## config.mk

```make
export PLATFORM = sky130hd
export DESIGN_NAME = multi_ball_engine
export DESIGN_NICKNAME = d
export VERILOG_FILES = /design/src/rtl/multi_ball_engine.sv
export SDC_FILE = /design/constraint.sdc
export NUM_CORES = 2
export LEC_CHECK = 0
export ABC_AREA = 1
export CAP_MARGIN = 20
export CELL_PAD_IN_SITES_DETAIL_PLACEMENT = 0
export CELL_PAD_IN_SITES_GLOBAL_PLACEMENT = 1
export CORE_ASPECT_RATIO = 2
export CORE_MARGIN = 8
export CORE_UTILIZATION = 40
export CTS_BUF_LIST = sky130_fd_sc_hd__clkbuf_2 sky130_fd_sc_hd__clkbuf_4 sky130_fd_sc_hd__clkbuf_8
export DETAILED_ROUTE_END_ITERATION = 12
export HOLD_SLACK_MARGIN = 0.08
export PLACE_DENSITY = 0.77
export SLEW_MARGIN = 20
export SYNTH_ARGS = -nofsm -noshare
export SYNTH_HDL_FRONTEND = slang
export SYNTH_SLANG_ARGS = --single-unit
```

## constraint.sdc

```tcl
create_clock -name clk -period 28 [get_ports clk]
set_input_delay 4.2 -clock clk [delete_from_list [all_inputs] [get_ports clk]]
set_output_delay 4.2 -clock clk [all_outputs]
set_load 0.01 [all_outputs]
```

## src/rtl/multi_ball_engine.sv

```systemverilog
// ---------------------------------------------------------------------------
// multi_ball_engine
//
// Bouncing-sprite engine for the VGA demo.  Holds NUM_BALLS circular balls,
// advances them once per accepted frame_start with a small sequential update
// FSM (one ball per clock), and renders each pixel with a shadow ring, a
// per-ball palette and fixed lowest-index-wins priority.  The colour output is
// registered, so it lags hpos/vpos/display_on by one clock; the top level
// delays hsync/vsync by one clock to match.
//
// Optional feature (compile-time macro BOUNCE_COUNT_EN):
//   defined   -> adds output bounce_count[7:0], a saturating count of axis
//                reflections (x and y on the same ball in one cycle count 2).
//   undefined -> the port and its logic are absent.
//
// Ports:
//   clk          in   pixel clock
//   reset        in   synchronous, active-high reset
//   hpos, vpos   in   current pixel coordinate (10 bits each)
//   display_on   in   active-video qualifier
//   frame_start  in   one-cycle pulse issued during vertical blank
//   speed        in   pixels per frame per axis, sampled on accepted frame_start
//   pause        in   1 = frame_start ignored (motion frozen, rendering continues)
//   rgb          out  registered colour {R[1:0],G[1:0],B[1:0]}
//   busy         out  update FSM active
//   bounce_count out  reflection counter (BOUNCE_COUNT_EN only)
// ---------------------------------------------------------------------------
module multi_ball_engine #(
    parameter int NUM_BALLS    = 4,
    parameter int BALL_RADIUS  = 20,
    parameter int SHADOW_WIDTH = 4,
    parameter int H_ACTIVE     = 640,
    parameter int V_ACTIVE     = 480,
    parameter int SPEED_W      = 3
) (
    input  logic               clk,
    input  logic               reset,
    input  logic [9:0]         hpos,
    input  logic [9:0]         vpos,
    input  logic               display_on,
    input  logic               frame_start,
    input  logic [SPEED_W-1:0] speed,
    input  logic               pause,
    output logic [5:0]         rgb,
    output logic               busy
`ifdef BOUNCE_COUNT_EN
    ,
    output logic [7:0]         bounce_count
`endif
);

    // -----------------------------------------------------------------------
    // Constants
    // -----------------------------------------------------------------------
    localparam int IDX_W = (NUM_BALLS > 1) ? $clog2(NUM_BALLS) : 1;

    // Position limits: the ball centre stays a full radius inside the screen.
    localparam logic [10:0] POS_LO = 11'(BALL_RADIUS);
    localparam logic [10:0] X_HI   = 11'(H_ACTIVE - BALL_RADIUS);
    localparam logic [10:0] Y_HI   = 11'(V_ACTIVE - BALL_RADIUS);

    localparam logic [20:0] IN_R2 = 21'(BALL_RADIUS * BALL_RADIUS);
    localparam logic [20:0] SH_R2 = 21'((BALL_RADIUS + SHADOW_WIDTH) *
                                        (BALL_RADIUS + SHADOW_WIDTH));

    localparam logic [5:0] COL_OFF    = 6'b000000;
    localparam logic [5:0] COL_SHADOW = 6'b010101;
    localparam logic [5:0] COL_BG     = 6'b000010;

    typedef enum logic {
        ST_IDLE,
        ST_UPDATE
    } state_t;

    // Result of advancing one axis of one ball by one frame.
    typedef struct packed {
        logic       bounce;
        logic       dir;
        logic [9:0] pos;
    } axis_step_t;

    // -----------------------------------------------------------------------
    // Helper functions
    // -----------------------------------------------------------------------

    // Advance one axis.  dir=1 moves towards hi, dir=0 towards POS_LO.
    // Everything is compared in 11 bits so pos+step can never wrap.
    function automatic axis_step_t axis_step(input logic [9:0]         pos,
                                             input logic               dir,
                                             input logic [SPEED_W-1:0] step,
                                             input logic [10:0]        hi);
        logic [10:0] p;
        logic [10:0] s;
        logic [10:0] sum;
        logic [10:0] diff;
        axis_step_t  r;
        p    = {1'b0, pos};
        s    = 11'(step);
        sum  = p + s;
        diff = p - s;
        r.bounce = 1'b0;
        r.dir    = dir;
        r.pos    = pos;
        // A zero step neither moves nor reflects, even when sitting on a wall.
        if (step != '0) begin
            if (dir) begin
                if (sum >= hi) begin
                    r.pos    = hi[9:0];
                    r.dir    = 1'b0;
                    r.bounce = 1'b1;
                end else begin
                    r.pos = sum[9:0];
                end
            end else begin
                if (p < POS_LO + s) begin
                    r.pos    = POS_LO[9:0];
                    r.dir    = 1'b1;
                    r.bounce = 1'b1;
                end else begin
                    r.pos = diff[9:0];
                end
            end
        end
        return r;
    endfunction

    // Squared distance between pixel (px,py) and centre (cx,cy).  Magnitudes
    // are at most 1023, so the sum of two squares still fits in 21 bits.
    function automatic logic [20:0] dist2(input logic [9:0] px,
                                          input logic [9:0] cx,
                                          input logic [9:0] py,
                                          input logic [9:0] cy);
        logic [10:0] dx;
        logic [10:0] dy;
        logic [10:0] mag_x;
        logic [10:0] mag_y;
        logic [20:0] ex;
        logic [20:0] ey;
        dx    = {1'b0, px} - {1'b0, cx};
        dy    = {1'b0, py} - {1'b0, cy};
        mag_x = dx[10] ? -dx : dx;
        mag_y = dy[10] ? -dy : dy;
        ex    = {10'b0, mag_x};
        ey    = {10'b0, mag_y};
        return ex * ex + ey * ey;
    endfunction

    function automatic logic [5:0] palette(input logic [1:0] k);
        case (k)
            2'd0:    return 6'b111000;
            2'd1:    return 6'b110000;
            2'd2:    return 6'b001100;
            default: return 6'b110011;
        endcase
    endfunction

    // -----------------------------------------------------------------------
    // State
    // -----------------------------------------------------------------------
    state_t               state;
    logic [IDX_W-1:0]     idx;
    logic [SPEED_W-1:0]   spd;
    logic [9:0]           ball_x [NUM_BALLS];
    logic [9:0]           ball_y [NUM_BALLS];
    logic [NUM_BALLS-1:0] dir_x;
    logic [NUM_BALLS-1:0] dir_y;

    axis_step_t next_x;
    axis_step_t next_y;

    // Next position of the ball currently addressed by the update FSM.
    always_comb begin
        next_x = axis_step(ball_x[idx], dir_x[idx], spd, X_HI);
        next_y = axis_step(ball_y[idx], dir_y[idx], spd, Y_HI);
    end

`ifdef BOUNCE_COUNT_EN
    logic [8:0] bounce_sum;

    // Widened by one bit so the saturation test can look at the carry.
    always_comb begin
        bounce_sum = {1'b0, bounce_count} + 9'(next_x.bounce) + 9'(next_y.bounce);
    end
`endif

    // -----------------------------------------------------------------------
    // Update FSM: one ball per clock while busy
    // -----------------------------------------------------------------------
    // NOTE: sequential state is written with non-blocking assignments so every
    // register samples pre-edge values and simulation matches the netlist.
    always_ff @(posedge clk) begin
        if (reset) begin
            state <= ST_IDLE;
            busy  <= 1'b0;
            idx   <= '0;
            spd   <= '0;
            // NOTE: the ball table is a handful of flops, not a RAM, and its
            // reset contents define the starting layout, so it is reset here.
            for (int i = 0; i < NUM_BALLS; i++) begin
                ball_x[i] <= 10'(100 + 60 * i);
                ball_y[i] <= 10'(120 + 30 * i);
                dir_x[i]  <= ~i[0];
                dir_y[i]  <= ~i[1];
            end
`ifdef BOUNCE_COUNT_EN
            bounce_count <= '0;
`endif
        end else begin
            case (state)
                ST_IDLE: begin
                    if (frame_start && !pause) begin
                        spd   <= speed;
                        idx   <= '0;
                        state <= ST_UPDATE;
                        busy  <= 1'b1;
                    end
                end

                ST_UPDATE: begin
                    ball_x[idx] <= next_x.pos;
                    ball_y[idx] <= next_y.pos;
                    dir_x[idx]  <= next_x.dir;
                    dir_y[idx]  <= next_y.dir;
`ifdef BOUNCE_COUNT_EN
                    bounce_count <= bounce_sum[8] ? 8'hFF : bounce_sum[7:0];
`endif
                    if (idx == IDX_W'(NUM_BALLS - 1)) begin
                        state <= ST_IDLE;
                        busy  <= 1'b0;
                    end else begin
                        idx <= idx + 1'b1;
                    end
                end

                default: begin
                    state <= ST_IDLE;
                    busy  <= 1'b0;
                end
            endcase
        end
    end

    // -----------------------------------------------------------------------
    // Renderer: combinational hit test, registered colour
    // -----------------------------------------------------------------------
    logic [20:0] d2 [NUM_BALLS];
    logic        hit;
    logic        shadow;
    logic [5:0]  hit_colour;
    logic [5:0]  pix_next;

    // NOTE: every variable below gets a default before the loop so no path
    // leaves one unassigned, which would otherwise infer a latch.
    always_comb begin
        hit        = 1'b0;
        shadow     = 1'b0;
        hit_colour = COL_BG;
        for (int i = 0; i < NUM_BALLS; i++) begin
            d2[i] = dist2(hpos, ball_x[i], vpos, ball_y[i]);
            // Only the first (lowest-index) ball that covers the pixel wins.
            if (!hit && d2[i] <= IN_R2) begin
                hit        = 1'b1;
                hit_colour = palette(2'(i));
            end
            if (d2[i] <= SH_R2) begin
                shadow = 1'b1;
            end
        end

        if (!display_on) begin
            pix_next = COL_OFF;
        end else if (hit) begin
            pix_next = hit_colour;
        end else if (shadow) begin
            pix_next = COL_SHADOW;
        end else begin
            pix_next = COL_BG;
        end
    end

    always_ff @(posedge clk) begin
        if (reset) begin
            rgb <= COL_OFF;
        end else begin
            rgb <= pix_next;
        end
    end

endmodule

```

After elaboration in Yosys (flattened, before gate mapping)
Memory sizes are Yosys's and may differ from the RTL's. A register that Yosys moved wholly into a read port is not among the register bits.
Index checks and enable logic that the tools add are counted.

cells by class
  order comparisons = 14
  bitwise logic cells = 2
  reductions and logical operators = 16
  multipliers = 8
  add/sub/neg operators = 26
  multiplexer cells = 66
  equal/unequal tests = 4

operators with widths
  cell                                                                                count
  11-bit by 11-bit multiplier with 21-bit output                                      8
  11-bit two-way mux                                                                  12
  11-bit negation                                                                     8
  10-bit by 10-bit subtractor with 11-bit output                                      8
  21-bit adder                                                                        4
  21-bit by 10-bit less-or-equal comparator with 1-bit output, second input constant  4
  21-bit by 9-bit less-or-equal comparator with 1-bit output, second input constant   4
  10-bit two-way mux                                                                  6
  6-bit two-way mux                                                                   5
  1-bit two-way mux                                                                   26
  10-bit by 3-bit adder with 11-bit output                                            2
  10-bit OR reduction                                                                 2
  10-bit by 3-bit subtractor with 10-bit output                                       2
  2-bit two-way mux                                                                   8
  11-bit by 10-bit >= comparator with 1-bit output, second input constant             1
  11-bit by 9-bit >= comparator with 1-bit output, second input constant              1
  10-bit by 11-bit < comparator with 1-bit output                                     1
  10-bit by 6-bit < comparator with 1-bit output                                      1
  4-bit bitwise mux                                                                   2
  5-bit by 3-bit adder with 6-bit output, first input constant                        1
  2-bit AND reduction                                                                 3
  1-bit logical AND                                                                   5
  5-bit two-way mux                                                                   1
  1-bit binary-select mux with 2-bit select                                           2
  other kinds (13)                                                                    19

storage, ports and cells
  register bits = 21
  word-level logic and storage cells = 145
  output and inout port bits = 7
  input port bits = 28
  memories = 2
  bits in writable memories = 80

memories
  memory  words  width  read ports  clocked after Yosys merged registers in  wr ports  RTL line  source
  ball_x  4      10     5           1                                        4         163       logic [9:0] ball_x [NUM_BALLS];
  ball_y  4      10     5           1                                        4         164       logic [9:0] ball_y [NUM_BALLS];

Logic depth before layout (Yosys ltp)
An unclocked memory read counts as a cell.

  depth in word-level cells = 18
  gate-level depth with buffers = 51
  gate-level depth less buffers = 49

Least setup slack after synthesis
No wires, ideal clock.

  kind = input port to flip-flop
  start = input vpos[0]
  end = register rgb[2]
  data arrival time = 12054 ps
  setup time = 70 ps
  path buffers = 1
  cell stages on the path = 44
  required time = 27930 ps
  slack = 15876 ps
  path through = inv_1 -> ha_1 -> fa_1 -> inv_1 -> nand3_1 -> nand2_1 -> nand3_1 -> nand2_1 -> nand2_1 -> nand2_1 -> a21oi_1 -> clkbuf_1 -> nand2_1 -> xor2_1 -> nor2_1 -> fa_1 -> inv_1 -> fa_1 -> [... 8 more ...] -> ha_1 -> nand2_1 -> nor2_1 -> nand3_1 -> nand3_1 -> nand2_1 -> nand2_1 -> a21oi_1 -> o21ai_0 -> xor2_1 -> nand2_1 -> nor2_1 -> nand3_1 -> nand2_1 -> nor2_2 -> nand2_1 -> nand2_1 -> a21oi_1

between the ends
  cells in the longest elaborated chain, start to end = 17
  elaborated cells between the ends (all ways) = 47
  those cells by class = 12 x add/sub; 4 x mul; 8 x order compare; 17 x mux; 6 x reduce/logical

RTL lines
  item                                                        RTL line  source
  from (decl)                                                 39        input logic [9:0] vpos,
  10-bit by 10-bit subtractor with 11-bit output              140       dy = {1'b0, py} - {1'b0, cy};
  11-bit negation                                             142       mag_y = dy[10] ? -dy : dy;
  11-bit two-way mux                                          142
  11-bit by 11-bit multiplier with 21-bit output              145       return ex * ex + ey * ey;
  21-bit adder                                                145
  21-bit by 9-bit less-or-equal comparator with 1-bit output  261       if (!hit && d2[i] <= IN_R2) begin
  1-bit two-way mux                                           261
  1-bit logical NOT                                           261
  1-bit logical AND                                           261
  1-bit two-way mux                                           261
  1-bit logical NOT                                           261
  1-bit logical AND                                           261
  1-bit two-way mux                                           261
  1-bit logical NOT                                           261
  1-bit logical AND                                           261
  6-bit two-way mux or 1-bit two-way mux (tied branches)      261
  6-bit two-way mux *                                         272       end else if (hit) begin
  to (signal assigned)                                        285       rgb <= pix_next;
  to (decl)                                                   44        output logic [5:0] rgb,

Every way passes the cells marked *; elsewhere a longest branch is shown, timed or not.
A chain may end at the register's enable or synchronous reset.

Worst setup path in the final report
Same ends and word-level chain as after synthesis.

==> out/results.ini <==
[status]
status=finished, final reports clean

[clock_tree]
cts_resized=0
cts-htree-levels=3
cts_buffers=9
cts.sinks=103
clk_pin_slew_ns=0.12
hold_buffers=0
root_buffer=clkbuf_8
post_cts_buffers=0
clk_latency_ns=0.43
cts_buffer_depth=2
cts_tree=built

[timing]
worst_slew_pin_slew_ns=1.082
min_period_ns=13.91
finalCritPeriodShare=0.4968
skew_ns=0.02160
slew_headroom=0.2761
hold_viol_final=0
maxSlewViolCount=0
setup_slack_ns=14.09
setup_viol=0
max_freq_ghz=0.07188
setup-tns-final_ns=0
rsz0062_at_grt=false

[critical_path]
worst_ep_arrival_time_ns=14.26
worst_ep_required_time_ns=28.35
crit_fanout=11
startpoint_type=primary input
r2r_slack_ns=18.13
criticalPathCategory=in -> reg
cp_common_cell=nand2_1
crit_path_end_kind=register
max_stage_delay_ns=0.85
cp_slowest_cell=xnor2_1
timing.rr.start=ball_y[3][5]$_DFFE_PP_
crit_start=vpos[0]

[worst_hold_path]
hp-class=reg -> reg
hp-start=busy$_SDFFE_PP0P_

[yosys]
syn_area_mm2=0.03884
synth_seq_cells=103
synth_area_per_cell_um2=7.758
ys.flop_type=edfxtp_1
ys_seq_area_frac=0.07371
post_synth_inst_count=5006
async_flop_share=0
synth_enable_flop_cells=80
synth_warnings=0
yosysUniqueCellTypes=69

[place]
post-dp-hpwl_mm=100.8
gp_congestion=0.9428
port_buffers=34
pre_cts_ws_ns=13.53

[die]
initial_core_util=0.4033
io_pins=35
die_h_um=456.7
rows=161
core-area_mm2=0.09629
dieArea_mm2=0.1079
die_w_um=236.3

[global_route]
antenna_found_initial=2
first_global_vias=34451
grt_first_pass_wirelength_mm=179.0
grt.total_usage=0.2123
grt_overflow=0
grt_max_degree=64

[routing]
initialDrtViolationCount=1367
wire_per_inst_um=17.89
first_pass_iters=7
num_vias=31209
route.detailed.drc=0
drtAntennaViolNets=0
wl_mm=112.8
via_per_inst=4.951

[finish]
fillers=9974
fin_nets=6242
multi_input_area_mm2=0.03052
seq_area_mm2=0.002864
drive_above_1_share=0.03012
areaGrowthSynthToFinish_pct=5.683

[job]
cap_viol_max_count=0

flip-flops by register name, indices dropped and copies added, names as in the netlist, named ones only:
| name | cells |
|---|---|
| spd | 3 |
| dir_y | 4 |
| rgb | 6 |
| ball_x | 40 |
| ball_y | 40 |
| dir_x | 4 |
| busy | 1 |
| idx | 2 |
| state | 1 |
critical path, delay by kind of cell:
family                     cells  cell delay (ns)
AOI/OAI and AO/OA              5             1.28
adders and majority gates     10             4.37
xor gates and xnor gates       2             1.01
buffers and inverters          9             1.32
and+or+nand+nor               20             2.07
logic make-up after synthesis:
family	synth area share
xor+xnor	0.03895
flops	0.07371
compound gates	0.06234
buf+inv	0.1460
fa+ha+maj	0.4947
other cells	0.0001934
simple gates	0.1841
worst paths after layout:
| check | endpoint | cells past startpoint |
|---|---|---|
| setup reg to reg | rgb[2]$_SDFF_PP0_ | 42 |
| hold / removal | busy$_SDFFE_PP0P_ | 2 |
| hold reg to reg | busy$_SDFFE_PP0P_ | 2 |
| setup / recovery | rgb[2]$_SDFF_PP0_ | 46 |
cells in the mapped netlist (all sizes together) (13+ instances only):
cell type / number / area, um2
a21o: 17 / 127.6
a21oi: 181 / 939.7
a31oi: 17 / 106.4
buf: 20 / 141.4
clkbuf: 34 / 127.6
clkinv: 13 / 48.80
dfxtp: 23 / 460.4
edfxtp: 80 / 2402
fa: 661 / 13230
ha: 478 / 5981
inv: 1425 / 5351
nand2: 767 / 2912
nand3: 186 / 960.9
nand3b: 25 / 187.7
nand4: 55 / 377.9
nor2: 582 / 2257
nor3: 41 / 231.5
o21ai: 121 / 620.6
o21bai: 19 / 142.6
or2: 26 / 165.2
xnor2: 59 / 531.8
xor2: 112 / 980.9
final cells by class:
cell class                      instances  share of cell area
Antenna cell                            2           0.0001219
Clock buffer                            9            0.003018
Clock inverter                          7            0.002286
Inverter                             1438              0.1316
Multi-Input combinational cell       3466              0.7435
Sequential cell                       103             0.06978
Tap cell                             1222             0.03725
Timing Repair Buffer                   57             0.01250
metrics by stage:
step	instance area (um2)	utilization	instances	hold slack (ns)
floorplan	39040	-	5061	0.4322
global placement	40820	0.4239	6286	0.4517
detailed placement	40820	0.4239	6286	0.4572
CTS	41040	0.4262	6302	0.4800
global route	41040	0.4262	6303	0.5222
finish	41040	0.4263	6304	0.4745
layout by cell type, fill, tap and decap left out, drive strengths merged, types with 2 or more instances in the layout:
cell,instances
conb,57
o2111ai,7
a21o,17
nor3b,2
nand4,55
xnor2,59
nor3,41
o21bai,19
o311ai,3
o21ai,121
xor2,112
nand3,186
o221ai,2
or2,26
or3,2
nor2,582
diode,2
o22ai,6
nand2,767
o31ai,7
a21oi,181
fa,661
clkbuf,9
clkinv,16
nand3b,25
inv,1429
dfxtp,23
a211oi,3
o211ai,4
and3,3
clkdlybuf4s50,34
ha,478
a21boi,4
a32oi,9
buf,23
o21a,3
a31oi,17
edfxtp,80
metal layers:
metal  up-vias  track usage  part of all wire
met5         -            0                 0
met4         0       0.1463             0.083
met3       315      0.01105             0.023
met2       623       0.4409              0.58
met1     15189       0.1888              0.31
li1      15082            -                 -
Power is left out: the tool's default activity adds up to more than one toggle a clock period on the data nets, which glitch-free logic cannot reach.
